===== config.mk =====
export PLATFORM = sky130hd
export DESIGN_NAME = shift_frame_receiver
export DESIGN_NICKNAME = d
export VERILOG_FILES = /design/src/rtl/shift_frame_pkg.sv /design/src/rtl/shift_frame_bit_counter.sv /design/src/rtl/shift_frame_receiver.sv
export SDC_FILE = /design/constraint.sdc
export NUM_CORES = 1
export LEC_CHECK = 0
export BUFFER_PORTS_ARGS = -buffer_cell sky130_fd_sc_hd__buf_2
export CAP_MARGIN = 40
export CORE_UTILIZATION = 46
export CTS_CLUSTER_SIZE = 10
export DETAILED_ROUTE_END_ITERATION = 10
export PLACE_DENSITY = 0.72
export SETUP_SLACK_MARGIN = 0.02
export SLEW_MARGIN = 20
export SYNTH_ARGS = -nofsm -noshare
export SYNTH_HDL_FRONTEND = slang
export SYNTH_SLANG_ARGS = --single-unit

===== constraint.sdc =====
create_clock -name clk -period 1.4 [get_ports clk]
set_clock_uncertainty 0.05 [all_clocks]
set_input_delay 0.14 -clock clk [delete_from_list [all_inputs] [get_ports clk]]
set_output_delay 0.14 -clock clk [all_outputs]
set_load 0.02 [all_outputs]

===== src/rtl/shift_frame_pkg.sv =====
// rtl/shift_frame_pkg.sv - shared types and frame-length helper; SHIFT_FRAME_RECEIVER_PARITY_EN adds a parity bit per frame
package shift_frame_pkg;

    typedef enum logic {
        IDLE = 1'b0,
        RECV = 1'b1
    } state_t;

    localparam logic DIR_MSB_FIRST = 1'b0;
    localparam logic DIR_LSB_FIRST = 1'b1;

    function automatic int frame_len(input int width);
`ifdef SHIFT_FRAME_RECEIVER_PARITY_EN
        return width + 1;
`else
        return width;
`endif
    endfunction

endpackage


===== src/rtl/shift_frame_bit_counter.sv =====
// rtl/shift_frame_bit_counter.sv - per-frame bit counter with load-to-1 and last-bit flag
module shift_frame_bit_counter #(
    parameter int LEN = 4,
    parameter int CW  = 3
) (
    input  logic clk,
    input  logic clear,
    input  logic load,
    input  logic inc,
    output logic at_last
);

    logic [CW-1:0] count;

    always_ff @(posedge clk or posedge clear) begin
        if (clear) begin
            count <= '0;
        end else if (load) begin
            count <= CW'(1);
        end else if (inc) begin
            count <= count + 1'b1;
        end
    end

    // High while the next counted bit brings the count to LEN, i.e. ends the frame.
    assign at_last = (count == CW'(LEN - 1));

endmodule


===== src/rtl/shift_frame_receiver.sv =====
// rtl/shift_frame_receiver.sv - serial-in/parallel-out frame receiver with double-buffered output
// Optional even-parity bit per frame: define SHIFT_FRAME_RECEIVER_PARITY_EN.
module shift_frame_receiver
    import shift_frame_pkg::*;
#(
    parameter int WIDTH = 4,
    parameter int CNT_W = $clog2(WIDTH + 1)
) (
    input  logic             clk,
    input  logic             clear,
    input  logic             sin,
    input  logic             sin_valid,
    input  logic             sin_first,
    input  logic             dir,
    output logic [WIDTH-1:0] Parallel_Out,
    output logic             out_valid,
    input  logic             out_ready,
    output logic             busy,
    output logic             overrun_err,
    output logic             framing_err,
    output logic             parity_err,
    input  logic             err_clr
);

    localparam int FRAME_LEN = frame_len(WIDTH);
    localparam int CNT_I     = (FRAME_LEN > (2 ** CNT_W) - 1) ? CNT_W + 1 : CNT_W;

    state_t           state, state_nxt;
    logic             dir_q;
    logic [WIDTH-1:0] sr, sr_shift, final_word;
    logic             start, stray, data_bit, at_last, complete;
    logic             shift_en, word_ok, load_word, overrun;

    assign start    = sin_valid && sin_first;
    assign stray    = sin_valid && !sin_first && (state == IDLE);
    assign data_bit = sin_valid && !sin_first && (state == RECV);
    assign complete = data_bit && at_last;
    assign sr_shift = (dir_q == DIR_MSB_FIRST) ? {sr[WIDTH-2:0], sin} : {sin, sr[WIDTH-1:1]};

`ifdef SHIFT_FRAME_RECEIVER_PARITY_EN
    logic par;

    // The closing bit is the parity bit; it is checked but never shifted in.
    assign shift_en   = data_bit && !at_last;
    assign final_word = sr;
    assign word_ok    = ((par ^ sin) == 1'b0);

    always_ff @(posedge clk or posedge clear) begin
        if (clear) begin
            par        <= 1'b0;
            parity_err <= 1'b0;
        end else begin
            if (start) begin
                par <= sin;
            end else if (data_bit) begin
                par <= par ^ sin;
            end
            parity_err <= (complete && !word_ok) || (parity_err && !err_clr);
        end
    end
`else
    assign shift_en   = data_bit;
    assign final_word = sr_shift;
    assign word_ok    = 1'b1;
    assign parity_err = 1'b0;
`endif

    assign load_word = complete && word_ok && (!out_valid || out_ready);
    assign overrun   = complete && word_ok && out_valid && !out_ready;

    shift_frame_bit_counter #(
        .LEN(FRAME_LEN),
        .CW (CNT_I)
    ) u_bit_counter (
        .clk    (clk),
        .clear  (clear),
        .load   (start),
        .inc    (data_bit),
        .at_last(at_last)
    );

    always_ff @(posedge clk or posedge clear) begin
        if (clear) begin
            state <= IDLE;
        end else begin
            state <= state_nxt;
        end
    end

    always_comb begin
        state_nxt = state;
        if (start) begin
            state_nxt = RECV;
        end else if (complete) begin
            state_nxt = IDLE;
        end
    end

    always_comb begin
        busy = (state == RECV);
    end

    always_ff @(posedge clk or posedge clear) begin
        if (clear) begin
            sr           <= '0;
            dir_q        <= DIR_MSB_FIRST;
            Parallel_Out <= '0;
            out_valid    <= 1'b0;
            framing_err  <= 1'b0;
            overrun_err  <= 1'b0;
        end else begin
            if (start) begin
                dir_q <= dir;
                sr    <= (dir == DIR_MSB_FIRST) ? {{(WIDTH-1){1'b0}}, sin}
                                                : {sin, {(WIDTH-1){1'b0}}};
            end else if (shift_en) begin
                sr <= sr_shift;
            end
            if (load_word) begin
                Parallel_Out <= final_word;
                out_valid    <= 1'b1;
            end else if (out_ready) begin
                out_valid <= 1'b0;
            end
            // Error events take priority over err_clr on the same edge.
            framing_err <= (start && (state == RECV)) || stray || (framing_err && !err_clr);
            overrun_err <= overrun || (overrun_err && !err_clr);
        end
    end

endmodule


Word-level counts from Yosys, hierarchy flattened

Cells that the tools add are included.

Bits in registers: 16
Output and inout port bits: 9
Logic and storage cells: 43
Input bits: 8

Mux-type cells: 10
Add/sub/neg operators: 1
Eq/ne operators: 1
Reduce and logical (&&, ||, !) cells: 22
Bitwise operators: 1

Operators by type and width:

| cell                                          | count |
|---|---|
| two-way mux 4 bit                             | 4 |
| logical AND 1 bit                             | 11 |
| two-way mux 3 bit                             | 2 |
| nonzero test 2 bit                            | 3 |
| zero test 1 bit                               | 4 |
| logical OR 1 bit                              | 4 |
| two-way mux 1 bit                             | 4 |
| adder 3 x 1 -> 3 bit, second input constant   | 1 |
| == test 3 x 2 -> 1 bit, second input constant | 1 |
| NOT 1 bit                                     | 1 |

Longest topological paths before layout

Depth in word-level cells: 7
Gate-level depth with buffers: 5

Cells and area by module

Synthesis repeated with hierarchy kept, for this count alone.

Cells, all modules: 68
Area, all modules: 774.5 sq um

Modules (own cells, without submodules):

| module                  | sequential area each (sq um) | cells an instance | instances | area an instance (sq um) |
|---|---|---|---|---|
| shift_frame_receiver    | 325.3                        | 55                | 1         | 626.9 |
| shift_frame_bit_counter | 75.1                         | 13                | 1         | 147.6 |

Worst setup path after synthesis

No wires, ideal clock.

Path type: reg2reg
From: register u_bit_counter.count[0]
To: register Parallel_Out[1]
Slack: -89 ps
Period minus slack after synthesis: 1489 ps
Stages on the path, launching flop included: 6
Path buffers: 0
Arrival time: 1315 ps
Path through: dfrtp_1 ha_1 ha_1 nand4b_4 nor2b_4 mux2_2

Longest elaborated chain between the ends: 3

RTL lines:

| element                | line                          | source |
|---|---|---|
| from (decl)            | shift_frame_bit_counter.sv:13 | `logic [CW-1:0] count;` |
| from (signal assigned) | shift_frame_bit_counter.sv:21 | `count <= count + 1'b1;` |
| == test 3 x 2 -> 1 bit | shift_frame_bit_counter.sv:26 | `assign at_last = (count == CW'(LEN - 1));` |
| logical AND 1 bit      | shift_frame_receiver.sv:37    | `assign complete = data_bit && at_last;` |
| logical AND 1 bit      | shift_frame_receiver.sv:68    | `assign load_word = complete && word_ok && (!out_valid \|\| out_ready);` |
| to (signal assigned)   | shift_frame_receiver.sv:120   | `Parallel_Out <= final_word;` |
| to (decl)              | shift_frame_receiver.sv:15    | `output logic [WIDTH-1:0] Parallel_Out,` |

Every way passes these cells.
A chain may end at the register's enable or synchronous reset.

Final worst setup path

From: register u_bit_counter.count[0]
To: register Parallel_Out[3]

The elaborated chain is that of the path after synthesis.

==> results.json <==
{
  "yosys-mux-area-fraction_pct": 15.65,
  "synth_enable_flop_cells": 0,
  "synth-compound-area-share_pct": 6.774,
  "synth.yosys.seq_area_share_pct": 51.61,
  "clock_power_share_pct": 18.1,
  "grtUsageMet1_pct": 24.44,
  "timing.fmax_mhz": 678.1,
  "drt_first_pass_iters": 1,
  "power-per-cell-area_mw_per_mm2": 1670,
  "htree_num_levels": 1,
  "dr.first_iter.drc_count": 0,
  "synth_warn": 0,
  "grt.total_usage_pct": 18.57,
  "die_area_mm2": 0.001855,
  "final_slew_viol_count": 0,
  "crit_top_cell": "sky130_fd_sc_hd__ha_4",
  "netlist_instances": 67,
  "postSynthNetCount": 77,
  "die_h_um": 43.07,
  "boundaryPins": 17,
  "hold_path_depth": 2,
  "combPwrFrac_pct": 39.0,
  "netSwitchingPower_uw": 560.0,
  "gr-total-overflow": 0,
  "synth_top_family_by_area": "multiplexers",
  "crit_path_max_incr_delay_ns": 0.40,
  "postSynth.asyncResetShare_pct": 100.0,
  "vias": 542,
  "setup_viol_count_final": 4,
  "hold_path_class": "input pin to register",
  "dpl_worst_slack_ns": -0.1141,
  "intPower_uw": 1091,
  "grt_most_used_layer": "met2",
  "ys_seq_elements": 16,
  "stdcell_count": 107,
  "start_util_pct": 50.32,
  "timing.final.hold_violations": 0,
  "sum_of_negative_setup_slack_ns": -0.2439,
  "ff_to_ff_setup_slack_ns": -0.07,
  "max_cap_viols": 0,
  "sw_frac_of_total_pct": 33.92,
  "rsz0062_at_grt": "yes",
  "timing.final.crit_share_pct": 105.3,
  "timing_worst_setup_path_type": "register to register",
  "layout.filler_cells": 132,
  "syn-mean-instance-area_um2": 11.58,
  "drt-wirelength-per-cell_um": 12.79,
  "clkSinkCount": 16,
  "numPlacedInstances": 100,
  "dominantRegCellSynth": "sky130_fd_sc_hd__dfrtp_1",
  "finalCriticalPeriod_ns": 1.475,
  "floorplan.core_area_mm2": 0.001541,
  "ff2ff_path_depth": 5,
  "cts_inserted_buffers": 3,
  "timing.critical_path.fanout_max": 4,
  "worst_path_dominant_cell_family": "flip-flops",
  "crit_required_ns": 1.52,
  "io_buffers": 15,
  "synthSimpleGateAreaFrac_pct": 15.48,
  "post_cts_clock_slew_at_the_launch_and_capture_registers_of_the_worst_setup_and_hold_paths_ns": 0.09,
  "worst_slack_ns": -0.07462,
  "netlist_area_before_placement_um2": 775.7,
  "critical_path.n_buffers_inverters": 0,
  "grt_util_met3_pct": 2.979,
  "power.share.sequential_pct": 42.9,
  "timing.critical_path.from_type": "register",
  "dpl_cell_area_um2": 914.6,
  "pin_count_of_the_biggest_net_entering_global_routing": 17,
  "synth_cell_type_count": 24,
  "postRouteWirelength_mm": 1.369,
  "nNetsFinal": 102,
  "grt_first_pass_wirelength_mm": 2.532,
  "area_delta_synth_final_pct": 27.42,
  "max_slew.worst_pin.slew_ns": 0.6071,
  "worst_endpoint_data_arrival_time_ns": 1.60,
  "worst_hold_slack_ns": 0.06902,
  "max-vdd-ir-drop_uv": 975.7,
  "fp-row-count": 14,
  "num_antenna_cells": 0,
  "synthesized_area_fraction_occupied_by_adder_cells_pct": 3.226,
  "post_synth_xor_area_fraction_pct": 2.258,
  "detailed_place_hpwl_mm": 1.035,
  "drcViolationCount": 0,
  "rr_endpoint": "Parallel_Out[3]",
  "critical_path.slowest_cell": "sky130_fd_sc_hd__dfrtp_1",
  "failed_checks": "setup timing",
  "floorplan.die.width_um": 43.07,
  "non_filler_cell_area_final_um2": 988.4,
  "drive_above_1_share_pct": 42.86,
  "reg2reg_from": "u_bit_counter.count[0]",
  "timing.hold.worst.start": "dir",
  "leakage_uw": 0.0005029,
  "status": "finished, violations left",
  "timing.max_slew.rel_slack_pct": 59.49,
  "crit_path_cell_trace": "ha_4 > ha_4 > nand4b_4 > nor2b_4 > mux2_4",
  "route.detailed.vias_per_inst": 5.065,
  "worst_skew_pair_latency_ns": 0.28,
  "holdPathEnd": "dir_q",
  "clock_path_buffers": 2,
  "antenna_found_initial": 0,
  "grt_pass1_vias": 583,
  "globalRouteMet2Util_pct": 29.70,
  "ctsRootBufferMaster": "sky130_fd_sc_hd__clkbuf_4",
  "tritoncts": "done",
  "final_antenna_net_count": 0,
  "setup.worst_path.end_class": "register",
  "gp_routability_congestion": 0.6951
}
==> layer usage <==
metal  vias to the layer above  part of all wire [%]
met2                        13                    47
met4                         0                  0.58
li1                        273                     -
met5                         -                     0
met3                         2                   4.7
met1                       254                    47
==> how the worst max path moves through the flow <==
| stage | to | cells after the start | startpoint | slack, ns |
|---|---|---|---|---|
| final | Parallel_Out[3] | 5 | u_bit_counter.count[0] | -0.07 |
| after global routing | Parallel_Out[1] | 5 | u_bit_counter.count[0] | -0.15 |
| after CTS | Parallel_Out[1] | 5 | u_bit_counter.count[0] | -0.09 |
| after detailed placement | Parallel_Out[2] | 5 | u_bit_counter.count[1] | -0.11 |
| after global placement | Parallel_Out[1] | 5 | u_bit_counter.count[1] | -0.06 |
| after floorplan | Parallel_Out[1] | 5 | u_bit_counter.count[0] | -0.07 |
==> per-stage QoR <==
step | utilization [%] | total power, µW
2_1_floorplan | - | 1124
3_3_place_gp | 59.33 | 1303
3_5_place_dp | 59.33 | 1333
4_1_cts | 64.12 | 1685
5_1_grt | 64.12 | 1790
6_report | 64.12 | 1651
==> cells in the final DEF, fill, tap and decap left out, drive strengths merged, types with 2 or more instances in the layout <==
cell | netlist | final
nand3 | 2 | 2
inv | 6 | 6
a21oi | 2 | 2
clkbuf | 0 | 4
buf | 2 | 20
and2 | 2 | 2
o21ai | 4 | 4
dlygate4sd3 | 0 | 2
nand2 | 8 | 8
mux2i | 2 | 2
nand2b | 2 | 2
ha | 2 | 2
mux2 | 9 | 9
dfrtp | 16 | 16
==> flip-flops by register name, indices dropped and copies added (netlist names) <==
register,cells
Parallel_Out,4
overrun_err,1
sr,4
dir_q,1
framing_err,1
u_bit_counter.count,3
out_valid,1
busy,1
==> power groups by stage <==
stage               Sequential, µW  Combinational [µW]  Clock [µW]
CTS                            710                 661         314
detailed placement             707                 626           0
global route                   725                 732         332
floorplan                      787                 337           0
global placement               701                 602           0
finish                         709                 643         299
==> cells by family (layout without fill, tap and decap cells) <==
logic type               after synthesis  in the layout
buffers and inverters                  8             32
adder cells (fa/ha/maj)                2              2
XOR/XNOR                               2              2
other                                  1              1
flip-flops                            16             16
multiplexers                          11             11
AO/OA/AOI/OAI                          9              9
AND/OR/NAND/NOR                       18             18
==> cell usage after synthesis (2+ instances only) <==
cell / count / share of area (%)
sky130_fd_sc_hd__a21oi_1: 2 / 1.3
sky130_fd_sc_hd__and2_1: 2 / 1.6
sky130_fd_sc_hd__dfrtp_1: 16 / 52
sky130_fd_sc_hd__ha_1: 2 / 3.2
sky130_fd_sc_hd__inv_1: 6 / 2.9
sky130_fd_sc_hd__mux2_2: 9 / 13
sky130_fd_sc_hd__mux2i_1: 2 / 2.6
sky130_fd_sc_hd__nand2_1: 7 / 3.4
sky130_fd_sc_hd__nand2b_1: 2 / 1.6
sky130_fd_sc_hd__nand3_1: 2 / 1.3
sky130_fd_sc_hd__o21ai_0: 4 / 2.6
==> final cells by class <==
type                            instances  area (µm²)  share of cell area (%)
Multi-Input combinational cell         43       376.6                   38.10
Tap cell                               16       20.02                   2.025
Clock buffer                            4       36.28                   3.671
Inverter                                6       22.52                   2.278
Sequential cell                        16       400.4                   40.51
Timing Repair Buffer                   22       132.6                   13.42
==> worst register-to-register path, cell delays in order (launching register included) <==
cell and delay, ns:
sky130_fd_sc_hd__dfrtp_1 0.40, sky130_fd_sc_hd__ha_4 0.16, sky130_fd_sc_hd__ha_4 0.14, sky130_fd_sc_hd__nand4b_4 0.12, sky130_fd_sc_hd__nor2b_4 0.19, sky130_fd_sc_hd__mux2_4 0.31
==> repair_timing <==
item,in CTS,in global routing
endpoints found under the hold margin,17,0
hold buffers,2,0
setup buffers,1,0
gates resized for setup,1,0
setup endpoints to repair,4,4
pin swaps,2,0
Note: power is estimated with default switching activity, not from simulation.
